File: src/rtl/packet_sink_mc.sv
// Multi-channel NoC packet sink: per-channel framing FSM, destination check, packet-length report and aggregate counters.
// Optional ack throttling with per-channel LFSRs is enabled by defining PACKET_SINK_THROTTLE_EN.
module packet_sink_mc #(
  parameter int CHANNELS  = 4,
  parameter int ID        = 0,
  parameter int SIZE      = 8,
  parameter int DEST_BITS = 4,
  parameter int LEN_BITS  = 6,
  parameter int CNT_BITS  = 16
) (
  input  logic                         clk,
  input  logic                         reset,
  input  logic                         enable,
  input  logic                         clear,
  input  logic [CHANNELS-1:0]          ch_req,
  input  logic [CHANNELS*SIZE-1:0]     ch_flit,
  output logic [CHANNELS-1:0]          ch_ack,
  output logic [CHANNELS-1:0]          pkt_done,
  output logic [CHANNELS*LEN_BITS-1:0] pkt_len,
  output logic [CNT_BITS-1:0]          pkt_count,
  output logic [CNT_BITS-1:0]          flit_count,
  output logic [CNT_BITS-1:0]          err_count
);

  localparam int NUM_W = $clog2(CHANNELS + 1);
  localparam int ERR_W = $clog2(2 * CHANNELS + 1);

  typedef enum logic {IDLE = 1'b0, BODY = 1'b1} state_t;

  function automatic logic [LEN_BITS-1:0] sat_inc(input logic [LEN_BITS-1:0] a);
    return (a == '1) ? a : a + LEN_BITS'(1);
  endfunction

  function automatic logic [CNT_BITS-1:0] sat_add(input logic [CNT_BITS-1:0] a,
                                                  input logic [ERR_W-1:0] b);
    logic [CNT_BITS:0] s;
    s = {1'b0, a} + (CNT_BITS + 1)'(b);
    return s[CNT_BITS] ? '1 : s[CNT_BITS-1:0];
  endfunction

  logic [CHANNELS-1:0] r_ack;
  logic [CHANNELS-1:0] r_done;
  logic [CHANNELS-1:0] w_xfer;
  logic [CHANNELS-1:0] w_throttle;
  logic [CHANNELS-1:0] w_done;
  logic [1:0]          w_err [CHANNELS];
  logic [CNT_BITS-1:0] r_pkt_cnt, r_flit_cnt, r_err_cnt;
  logic [NUM_W-1:0]    w_nflit, w_npkt;
  logic [ERR_W-1:0]    w_nerr;
  logic                w_unused_flit;

  // Only head/tail/dest bits carry meaning; the rest of each flit is payload we ignore.
  assign w_unused_flit = ^ch_flit;
  assign w_xfer        = ch_req & r_ack;

  genvar g;
  generate
    for (g = 0; g < CHANNELS; g++) begin : g_ch
      localparam logic [DEST_BITS-1:0] DEST_EXP = DEST_BITS'(ID + g);

      state_t              r_state, w_state_nxt;
      logic [LEN_BITS-1:0] r_len, w_len_nxt, r_pkt_len;
      logic                w_head, w_tail, w_miss, w_done_ch;
      logic [1:0]          w_err_ch;

      assign w_head = ch_flit[g*SIZE + SIZE - 1];
      assign w_tail = ch_flit[g*SIZE + SIZE - 2];
      assign w_miss = w_head & (ch_flit[g*SIZE +: DEST_BITS] != DEST_EXP);

      // A misrouted head flit is still tracked; its error adds to any framing error.
      always_comb begin
        w_state_nxt = r_state;
        w_len_nxt   = r_len;
        w_done_ch   = 1'b0;
        w_err_ch    = {1'b0, w_xfer[g] & w_miss};
        if (w_xfer[g]) begin
          case (r_state)
            IDLE: begin
              if (w_head) begin
                w_len_nxt = LEN_BITS'(1);
                if (w_tail) w_done_ch = 1'b1;
                else        w_state_nxt = BODY;
              end else begin
                w_err_ch = 2'd1;
              end
            end
            BODY: begin
              if (w_head) begin
                w_err_ch  = w_err_ch + 2'd1;
                w_len_nxt = LEN_BITS'(1);
              end else begin
                w_len_nxt = sat_inc(r_len);
              end
              if (w_tail) begin
                w_done_ch   = 1'b1;
                w_state_nxt = IDLE;
              end
            end
            default: w_state_nxt = IDLE;
          endcase
        end
      end

      always_ff @(posedge clk or negedge reset) begin
        if (!reset) begin
          r_state   <= IDLE;
          r_len     <= '0;
          r_pkt_len <= '0;
          r_done[g] <= 1'b0;
        end else if (clear) begin
          r_state   <= IDLE;
          r_len     <= '0;
          r_pkt_len <= '0;
          r_done[g] <= 1'b0;
        end else begin
          r_state   <= w_state_nxt;
          r_len     <= w_len_nxt;
          r_done[g] <= w_done_ch;
          if (w_done_ch) r_pkt_len <= w_len_nxt;
        end
      end

      assign w_done[g]                         = w_done_ch;
      assign w_err[g]                          = w_err_ch;
      assign pkt_len[g*LEN_BITS +: LEN_BITS]   = r_pkt_len;

`ifdef PACKET_SINK_THROTTLE_EN
      localparam logic [7:0] SEED = 8'(((ID + g) % 255) + 1);
      logic [7:0] r_lfsr;

      // Fibonacci LFSR, taps 8,6,5,4; free-running regardless of enable/clear.
      always_ff @(posedge clk or negedge reset) begin
        if (!reset) r_lfsr <= SEED;
        else        r_lfsr <= {r_lfsr[6:0], r_lfsr[7] ^ r_lfsr[5] ^ r_lfsr[4] ^ r_lfsr[3]};
      end

      assign w_throttle[g] = (r_lfsr[1:0] == 2'b00);
`else
      assign w_throttle[g] = 1'b0;
`endif
    end
  endgenerate

  always_comb begin
    w_nflit = '0;
    w_npkt  = '0;
    w_nerr  = '0;
    for (int i = 0; i < CHANNELS; i++) begin
      w_nflit = w_nflit + NUM_W'(w_xfer[i]);
      w_npkt  = w_npkt + NUM_W'(w_done[i]);
      w_nerr  = w_nerr + ERR_W'(w_err[i]);
    end
  end

  // Ack is registered and independent of ch_req so upstream sees a clean ready.
  always_ff @(posedge clk or negedge reset) begin
    if (!reset) begin
      r_ack      <= '0;
      r_pkt_cnt  <= '0;
      r_flit_cnt <= '0;
      r_err_cnt  <= '0;
    end else begin
      r_ack <= {CHANNELS{enable & ~clear}} & ~w_throttle;
      if (clear) begin
        r_pkt_cnt  <= '0;
        r_flit_cnt <= '0;
        r_err_cnt  <= '0;
      end else begin
        r_pkt_cnt  <= r_pkt_cnt + CNT_BITS'(w_npkt);
        r_flit_cnt <= r_flit_cnt + CNT_BITS'(w_nflit);
        r_err_cnt  <= sat_add(r_err_cnt, w_nerr);
      end
    end
  end

  assign ch_ack     = r_ack;
  assign pkt_done   = r_done;
  assign pkt_count  = r_pkt_cnt;
  assign flit_count = r_flit_cnt;
  assign err_count  = r_err_cnt;

endmodule

File: config.mk
export PLATFORM = sky130hd
export DESIGN_NAME = packet_sink_mc
export DESIGN_NICKNAME = d
export VERILOG_FILES = /design/src/rtl/packet_sink_mc.sv
export SDC_FILE = /design/constraint.sdc
export NUM_CORES = 1
export LEC_CHECK = 0
export CORE_MARGIN = 3
export CORE_UTILIZATION = 47
export DETAILED_ROUTE_END_ITERATION = 16
export PLACE_DENSITY_LB_ADDON = 0.08
export SYNTH_ARGS = -nofsm -noshare
export SYNTH_HDL_FRONTEND = slang
export SYNTH_SLANG_ARGS = --single-unit
File: constraint.sdc
create_clock -name clk -period 4 [get_ports clk]
set_clock_uncertainty 0.05 [all_clocks]
set_input_delay 0.8 -clock clk [delete_from_list [all_inputs] [get_ports clk]]
set_output_delay 0.8 -clock clk [all_outputs]
set_load 0.03 [all_outputs]
# == Word level (Yosys, flattened, before mapping) ==
# Cells that the tools add are included.
# op_classes
n_mux,92
n_eq_ne,7
n_addsub,20
reduce_logical,9
bitwise_logic,15
# ops
op,count
6-bit two-way mux,28
16-bit two-way mux,4
6-bit one-hot mux with 2 select lines,4
1-bit two-way mux,36
16-bit by 3-bit adder with 16-bit output,2
"6-bit by 1-bit adder with 6-bit output, second input constant",4
"6-bit == test, second input constant",4
16-bit by 4-bit adder with 17-bit output,1
2-bit two-way mux,8
1-bit one-hot mux with 2 select lines,8
2-bit one-hot mux with 2 select lines,4
2-bit nonzero test,8
1-bit AND,9
"1-bit by 1-bit adder with 2-bit output, second input constant",4
"4-bit by 2-bit inequality test with 1-bit output, second input constant",2
2-bit by 1-bit adder with 3-bit output,2
3-bit by 1-bit adder with 3-bit output,2
1-bit inverter,5
1-bit by 1-bit adder with 2-bit output,2
3-bit by 2-bit adder with 4-bit output,1
4-bit by 2-bit adder with 4-bit output,1
4-bit AND,1
"4-bit by 1-bit inequality test with 1-bit output, second input constant",1
4-bit nonzero test,1
2-bit by 2-bit adder with 3-bit output,1
# word_totals
ff_bits,105
out_inout_bits,80
input_bits,40
elab_cells,163

# == Logic depth before layout (Yosys ltp) ==
# Gate-level depths: netlist of the first run.
# depth
word_depth,13
depth_mapped,17
depth_no_buf,15

# == Worst setup path before layout of the first run ==
# OpenSTA, ideal clock, no wires.
# synth_path
path_type,input to register
startpoint,in ch_flit[9]
endpoint,reg r_err_cnt[11] (netlist: err_count[11])
arrival_time_ps,4752
setup_time_ps,137
n_path_buf,1
path_stages,15
path_slack_ps,-939
required_ps,3813
cell_sequence,or4b_2 nand3_1 ha_1 mux2i_1 nand2_1 fa_1 fa_1 inv_1 fa_1 fa_1 a211oi_1 nor2_1 nand3_1 buf_2 a31oi_1
# synth_via
elab_chain_len,13
elab_cells_between_ends,14
cone_classes,add/sub (5); eq/ne (1); mux (6); bitwise (2)
# synth_rtl
element,line_no,source
"start, declared",16,"input logic [CHANNELS*SIZE-1:0] ch_flit,"
4-bit by 1-bit inequality test with 1-bit output (*),68,assign w_miss = w_head & (ch_flit[g*SIZE +: DEST_BITS] != DEST_EXP);
1-bit AND (*),68,
1-bit AND (*),75,"w_err_ch = {1'b0, w_xfer[g] & w_miss};"
1-bit by 1-bit adder with 2-bit output,89,w_err_ch = w_err_ch + 2'd1;
2-bit two-way mux,88,if (w_head) begin
2-bit one-hot mux with 2 select lines,77,case (r_state)
2-bit two-way mux (*),76,if (w_xfer[g]) begin
2-bit by 2-bit adder with 3-bit output (*),151,w_nerr = w_nerr + ERR_W'(w_err[i]);
3-bit by 2-bit adder with 4-bit output (*),151,
4-bit by 2-bit adder with 4-bit output (*),151,
16-bit by 4-bit adder with 17-bit output (*),37,"s = {1'b0, a} + (CNT_BITS + 1)'(b);"
16-bit two-way mux (*),38,return s[CNT_BITS] ? '1 : s[CNT_BITS-1:0];
16-bit two-way mux (*),164,if (clear) begin
"end signal, assigned",171,"r_err_cnt <= sat_add(r_err_cnt, w_nerr);"
"end, declared",47,"logic [CNT_BITS-1:0] r_pkt_cnt, r_flit_cnt, r_err_cnt;"
# Every way passes the cells marked *; elsewhere a longest branch is shown, timed or not.
# A chain may end at the register's enable or synchronous reset.

# == Final worst setup path of the first run ==
# layout_path
startpoint,in ch_flit[2]
endpoint,reg r_err_cnt[8] (netlist: err_count[8])
# layout_via
elab_chain_len,13
elab_cells_between_ends,14
cone_classes,add/sub (5); mux (6); bitwise (2); reduce/logical (1)
# layout_rtl
element,line_no
4-bit nonzero test (*),68
1-bit AND (*),68
1-bit AND (*),75
1-bit by 1-bit adder with 2-bit output,89
2-bit two-way mux,88
2-bit one-hot mux with 2 select lines,77
2-bit two-way mux (*),76
2-bit by 2-bit adder with 3-bit output (*),151
3-bit by 2-bit adder with 4-bit output (*),151
4-bit by 2-bit adder with 4-bit output (*),151
16-bit by 4-bit adder with 17-bit output (*),37
16-bit two-way mux (*),38
16-bit two-way mux (*),164
# Marked as above.

==> key figures, run 1 <==
Setup path
  • Critical path peak fanout: 4
  • Critical path required time: 4.16 ns
  • Critical Path Sink Type: register
  • WP data arrival: between 4 and 5 ns
  • Kind of critical path: in -> reg
  • Reg2Reg Setup Slack: around 0.03 ns
  • Startpoint Class: input port

STA
  • Clock period minus worst slack: 4.42 ns
  • Post-route worst setup slack: -0.417 ns
  • Relative slew slack: between 30 and 40%
  • WHS: ~0.45 ns
  • Setup violations, final: 16
  • Worst-margin pin slew: 0.956 ns
  • Crit share post-route: 110%
  • Slew Viols, Final: 0
  • Achievable Freq: 226 MHz
  • RSZ-0062 raised after global routing: true
  • Final Hold Vio Count: 0

Clock network
  • TritonCTS buffer count: 9
  • Clk_lat worst skew: 0.35 ns
  • Clk root buf: clkbuf_16
  • H-tree levels: 3
  • CTS tree: done
  • # clock sinks: 105
  • Clock-pin slew on the worst setup and hold paths: approximately 0.080 ns
  • Max clock buf depth: 2

Synth
  • Cell Area, Synth: 5800 um^2
  • Syn Area/Cell: between 9 and 10 um^2
  • Seq cells post-synth: between 100 and 150
  • Synthesized instance count: just under 600
  • Sequential share of the synthesized area: 45.3%
  • Distinct cells, synth: 58
  • Syn_nets: 655
  • Yosys warns: 0
  • Number of enable flip-flop cells after synthesis: 0
  • Synth Flop Type: dfrtp_1
  • Fraction of registers with async set/reset: between 90% and 100%

Floorplanning
  • Die height: 117 um
  • Overall die width: between 100 and 150 um
  • Die Footprint: 13700 um^2
  • Starting Density: 49.3%
  • Core Box Area: about 12000 um^2
  • I/O pin count: 120
  • Row count: 39

Outcome
  • Status: finished, violations left
  • Violations in the final reports: negative setup slack

Detailed routing
  • DR pass1 iterations: 5
  • Routed WL per cell: ~17 um
  • Initial DRC Count: 376
  • Final ANT Viol Nets: 0
  • Via/cell ratio: 5.61
  • Routed WL: 14.8 mm
  • # DRC: 0
  • Vias after detailed routing: 4994

Global route
  • Vias in the first global route: slightly above 5000
  • GRT overflow: 0
  • Largest net degree at the start of global routing: 75
  • First-pass GRT wire length: approximately 25 mm
  • Antenna violations before repair: 0
  • Total track usage: 22.5%

Placement
  • Post-Place Worst Slack: -1.20 ns
  • Buffers added on ports: between 100 and 150
  • Routability cong.: 0.939
  • Placed Cells incl. Taps: 868
  • Post-DP HPWL: 10.4 mm
  • Cell area after placement: 7280 um^2

Final layout
  • Final nets: 790
  • Non-filler instance count after layout: slightly below 900
  • Antenna cells: 0
  • Area Growth Syn to Fin: 33.3%
  • Finished layout cell area: around 7700 um^2
  • Share of layout cells above drive strength 1: 16.1%

Power
  • P_leak: 3.33 nW
  • Pwr dens: ~280 nW/um^2
  • VDD IR-drop max: 0.000254 V
  • Pwr Total: 2.19 mW

Worst hold path
  • HP Class: reg -> reg

Run
  • Max-Cap Viols: 0
## cell families after synthesis
family	count (synthesis)	share of synthesized area, %
mux	20	3.62
fa+ha+maj	29	7.81
buf+inv	65	5.02
simple gates	210	18.8
xor+xnor	26	3.92
flops	105	45.3
compound gates	131	15.5
## per-layer routing
| metal | track usage [%] | wire [um] |
|---|---|---|
| met2 | 36.9 | 7140 |
| met4 | 5.81 | 251 |
| met1 | 29.8 | 6690 |
| met5 | 0 | 0 |
| met3 | 6.02 | 751 |
## final timing paths
path,end,start,cells past startpoint
hold / removal,g_ch[3].r_pkt_len[1],g_ch[3].r_pkt_len[1],2
hold reg to reg,g_ch[3].r_pkt_len[1],g_ch[3].r_pkt_len[1],2
min in group asynchronous,g_ch[3].r_pkt_len[3],reset,1
setup reg to reg,err_count[8],ch_ack[0],15
max in group asynchronous,err_count[1],reset,2
setup / recovery,err_count[8],ch_flit[2],16
## per-stage QoR
step                util [%]  TNS, ns
CTS                     65.1    -7.17
finish                  65.8    -6.10
global route            65.8    -8.15
floorplan                  -    -6.92
detailed placement      61.9   -18.15
global placement        61.9   -16.80
## sequential cells by signal, summed over array words and instances (netlist names)
signal,flops
ch_ack,1
pkt_count,16
flit_count,16
pkt_done,4
g_ch.r_pkt_len,24
err_count,16
g_ch.r_len,24
g_ch.r_state,4
## cell usage after synthesis (all sizes together), types with 7 or more instances
cell | number | area share, %
and3 | 13 | 1.4
and2 | 11 | 1.3
o2111ai | 7 | 1.3
nor3 | 11 | 0.95
a211oi | 11 | 1.5
nor2 | 50 | 3.2
and4 | 9 | 1.4
a21oi | 31 | 2.7
clkbuf | 10 | 0.65
dfrtp | 105 | 45
mux2 | 8 | 1.6
ha | 17 | 3.7
o31ai | 8 | 1.0
nand4 | 11 | 1.2
inv | 37 | 2.4
o21ai | 35 | 3.2
xor2 | 20 | 3.0
nand2 | 43 | 2.8
nand3 | 27 | 2.4
mux2i | 12 | 2.1
fa | 12 | 4.1
a31oi | 7 | 0.75
buf | 18 | 1.9
or3 | 12 | 1.3
## repair_timing
action	CTS	global route
setup endpoints to repair	16	16
buffers inserted	1	3
resized for setup	36	17
pin swaps	19	20
cloned	1	1
hold buffers	0	0
## cell type report
cell class / count / area, um^2
inverter: 37 / 141
tap: 164 / 205
clock inverter: 6 / 51.3
clock buffer: 10 / 239
timing repair buffer: 151 / 1390
multi-input combinational: 417 / 3080
fill: 944 / 4030
sequential: 105 / 2630
## report_power, final
group          switching, mW  internal (mW)
registers             0.0144           1.07
clock network          0.422          0.447
logic                  0.139         0.0965
total                  0.575           1.62
## layout by cell type, fill, tap and decap left out, types with 6 or more instances in the layout
master and n:
a211oi_1 9, a21oi_1 23, a21oi_2 8, a31oi_1 6, and2_1 8, and3_1 13, and4_1 9, buf_4 38
clkbuf_16 9, clkdlybuf4s50_1 98, dfrtp_1 105, fa_1 10, ha_1 15, inv_1 35, mux2_2 8, mux2i_1 12
nand2_1 43, nand3_1 22, nand4_1 11, nor2_1 49, nor2b_1 6, nor3_1 11, o21ai_0 30, o31ai_1 8
or3_1 12, xnor2_1 6, xor2_1 19
## critical path, cell delays in order
cell      delay (ns)
buf_6           0.09
or4_4           0.55
nand3_4         0.10
ha_4            0.20
mux2i_1         0.16
nand2_1         0.09
fa_1            0.46
fa_1            0.51
inv_2           0.04
fa_2            0.40
fa_2            0.41
a211oi_4        0.22
buf_6           0.15
nor3_1          0.06
xnor2_1         0.23
a21oi_2         0.08
Note: power is estimated with default switching activity, not from simulation.
==> inputs of run 2 (changes only) <==
--- a/config.mk
+++ b/config.mk
@@ -7,8 +7,10 @@
 export LEC_CHECK = 0
 export CORE_MARGIN = 3
 export CORE_UTILIZATION = 47
+export CTS_CLUSTER_SIZE = 25
 export DETAILED_ROUTE_END_ITERATION = 16
 export PLACE_DENSITY_LB_ADDON = 0.08
+export SETUP_SLACK_MARGIN = 0.15
 export SYNTH_ARGS = -nofsm -noshare
 export SYNTH_HDL_FRONTEND = slang
 export SYNTH_SLANG_ARGS = --single-unit
==> key figures, run 2 (synthesis results as in run 1) <==
Global route
  • Largest net degree at the start of global routing: 75 (unchanged)
  • First-pass GRT wire length: 24.6 mm (unchanged)
  • Vias in the first global route: 5045 (unchanged)
  • GRT overflow: 0 (unchanged)
  • Total track usage: 22.5% (unchanged)
  • Antenna violations before repair: 0 (unchanged)

Clock network
  • Clock-pin slew on the worst setup and hold paths: 0.08 ns (about the same)
  • Hold_buf cts: 0 (unchanged)
  • H-tree levels: 3 (unchanged)
  • CTS tree: done (unchanged)
  • # clock sinks: 105 (unchanged)
  • TritonCTS buffer count: 9 (unchanged)
  • Clk_lat worst skew: 0.35 ns (about the same)
  • Max clock buf depth: 2 (unchanged)
  • Clk root buf: clkbuf_16 (unchanged)

Placement
  • Buffers added on ports: 111 (unchanged)
  • Cell area after placement: 7280 um^2 (unchanged)
  • Post-Place Worst Slack: -1.20 ns (unchanged)
  • Routability cong.: 0.939 (unchanged)
  • Post-DP HPWL: 10.4 mm (unchanged)

Final layout
  • Commonest non-fill, non-tap cell in the layout: dfrtp_1 (unchanged)
  • Commonest non-fill, non-tap cells in the layout: 105 x dfrtp_1, 98 x clkdlybuf4s50_1, 49 x nor2_1, 43 x nand2_1, 38 x buf_4 (unchanged)
  • Antenna cells: 0 (unchanged)
  • Finished layout cell area: 7740 um^2 (was 7730 um^2)
  • Share of layout cells above drive strength 1: 16.3% (was 16.1%)
  • Final nets: 790 (unchanged)
  • Largest regs: g_ch.r_len: 24 flops, g_ch.r_pkt_len: 24 flops (unchanged)
  • Area Growth Syn to Fin: 33.4% (was 33.3%)

STA
  • Relative slew slack: 36.2% (was 36.3%)
  • Setup violations, final: 16 (unchanged)
  • Post-route worst setup slack: -0.415 ns (was -0.417 ns)
  • RSZ-0062 raised after global routing: true (unchanged)
  • Clock period minus worst slack: 4.41 ns (was 4.42 ns)
  • Crit share post-route: 110% (about the same)
  • Setup TNS: -6.06 ns (was -6.10 ns)
  • Final Hold Vio Count: 0 (unchanged)
  • Slew Viols, Final: 0 (unchanged)
  • Worst-margin pin slew: 0.956 ns (about the same)
  • Achievable Freq: 227 MHz (was 226 MHz)

Floorplanning
  • I/O pin count: 120 (unchanged)
  • Die Footprint: 13700 um^2 (unchanged)
  • Overall die width: 117 um (unchanged)
  • Core Box Area: 11800 um^2 (unchanged)
  • Die height: 117 um (unchanged)
  • Row count: 39 (unchanged)
  • Starting Density: 49.3% (unchanged)

Power
  • P_leak: 3.33 nW (about the same)
  • Pwr Total: 2.19 mW (about the same)
  • VDD IR-drop max: 0.000254 V (about the same)
  • Pwr dens: 284 nW/um^2 (was 283 nW/um^2)

Setup path
  • WP data arrival: 4.57 ns (was 4.58 ns)
  • Critical Path Sink Type: register (unchanged)
  • Worst Setup SP: ch_flit[2] (unchanged)
  • Reg2reg start: ch_ack[0] (unchanged)
  • Critical path required time: 4.16 ns (about the same)
  • Critical path peak fanout: 4 (unchanged)
  • Worst-case reg-to-reg path depth: 15 (unchanged)
  • Reg2Reg Setup Slack: 0.03 ns (about the same)
  • Startpoint Class: input port (unchanged)
  • End of the worst register-to-register path: err_count[8] (unchanged)
  • Crit path to: err_count[8] (unchanged)
  • Kind of critical path: in -> reg (unchanged)

Detailed routing
  • Top sig layer: met4 (unchanged)
  • Vias after detailed routing: 4995 (was 4994)
  • Initial DRC Count: 375 (was 376)
  • Via/cell ratio: 5.61 (about the same)
  • WL met1: 6.66 mm (was 6.69 mm)
  • Routed WL: 14.8 mm (about the same)
  • Routed WL per cell: 16.7 um (about the same)
  • # DRC: 0 (unchanged)
  • Final ANT Viol Nets: 0 (unchanged)
  • DR WL met2: 7.15 mm (was 7.14 mm)
  • Met3 routed WL: 748 um (was 751 um)
  • DR pass1 iterations: 4 (was 5)

Outcome
  • Violations in the final reports: negative setup slack (unchanged)
  • Status: finished, violations left (unchanged)

Worst hold path
  • HP Class: reg -> reg (unchanged)

Run
  • Max-Cap Viols: 0 (unchanged)
-- run 2: worst max-delay path: stages --
cell	delay, ns
buf_6	0.09
or4_4	0.55
nand3_4	0.10
ha_4	0.20
mux2i_1	0.16
nand2_1	0.09
fa_1	0.46
fa_1	0.51
inv_2	0.04
fa_2	0.40
fa_2	0.41
a211oi_4	0.22
buf_6	0.15
nor3_1	0.06
xnor2_1	0.23
a21oi_2	0.08
-- run 2: area by class of cell --
type / count / area [um^2]
Fill cell: 943 / 4020
Multi-Input combinational cell: 417 / 3090
Sequential cell: 105 / 2630
Timing Repair Buffer: 151 / 1390
Clock buffer: 10 / 239
Tap cell: 164 / 205
Inverter: 37 / 141
Clock inverter: 6 / 51.3
-- run 2: power by group --
| group | total (mW) | internal, mW | switching, mW |
|---|---|---|---|
| Clock | 0.871 | 0.447 | 0.424 |
| Combinational | 0.235 | 0.0966 | 0.139 |
| Sequential | 1.09 | 1.07 | 0.0145 |
-- run 2: worst min-delay path by stage --
| stage | to | slack, ns | startpoint | cells after the start |
|---|---|---|---|---|
| floorplan | ch_ack[0] | 0.45 | reset | 0 |
| global placement | g_ch[3].r_pkt_len[1] | 0.42 | g_ch[3].r_pkt_len[1] | 2 |
| finish | g_ch[3].r_pkt_len[1] | 0.45 | g_ch[3].r_pkt_len[1] | 2 |
| detailed placement | g_ch[1].r_pkt_len[1] | 0.44 | g_ch[1].r_pkt_len[1] | 2 |
| global route | g_ch[2].r_pkt_len[5] | 0.47 | g_ch[2].r_pkt_len[5] | 1 |
| CTS | g_ch[3].r_pkt_len[1] | 0.46 | g_ch[3].r_pkt_len[1] | 2 |
-- run 2: what timing repair did --
item                                    4_1_cts  5_1_grt
setup buffers                                 1        3
endpoints found under the setup margin       16       16
pin swaps                                    19       20
gates cloned                                  1        1
gates resized for setup                      36       18
-- run 2: routing by layer --
metal	up-vias	track usage (%)
met4	0	5.81
li1	2380	-
met1	2457	29.8
met2	137	36.9
met3	21	6.02
met5	-	0
-- run 2: per-stage QoR --
step,hold slack (ns),util (%),std cells
after global placement,0.415,61.9,868
after floorplan,0.449,-,586
final,0.447,65.8,890
after CTS,0.455,65.1,886
after detailed placement,0.438,61.9,868
after global routing,0.475,65.8,890
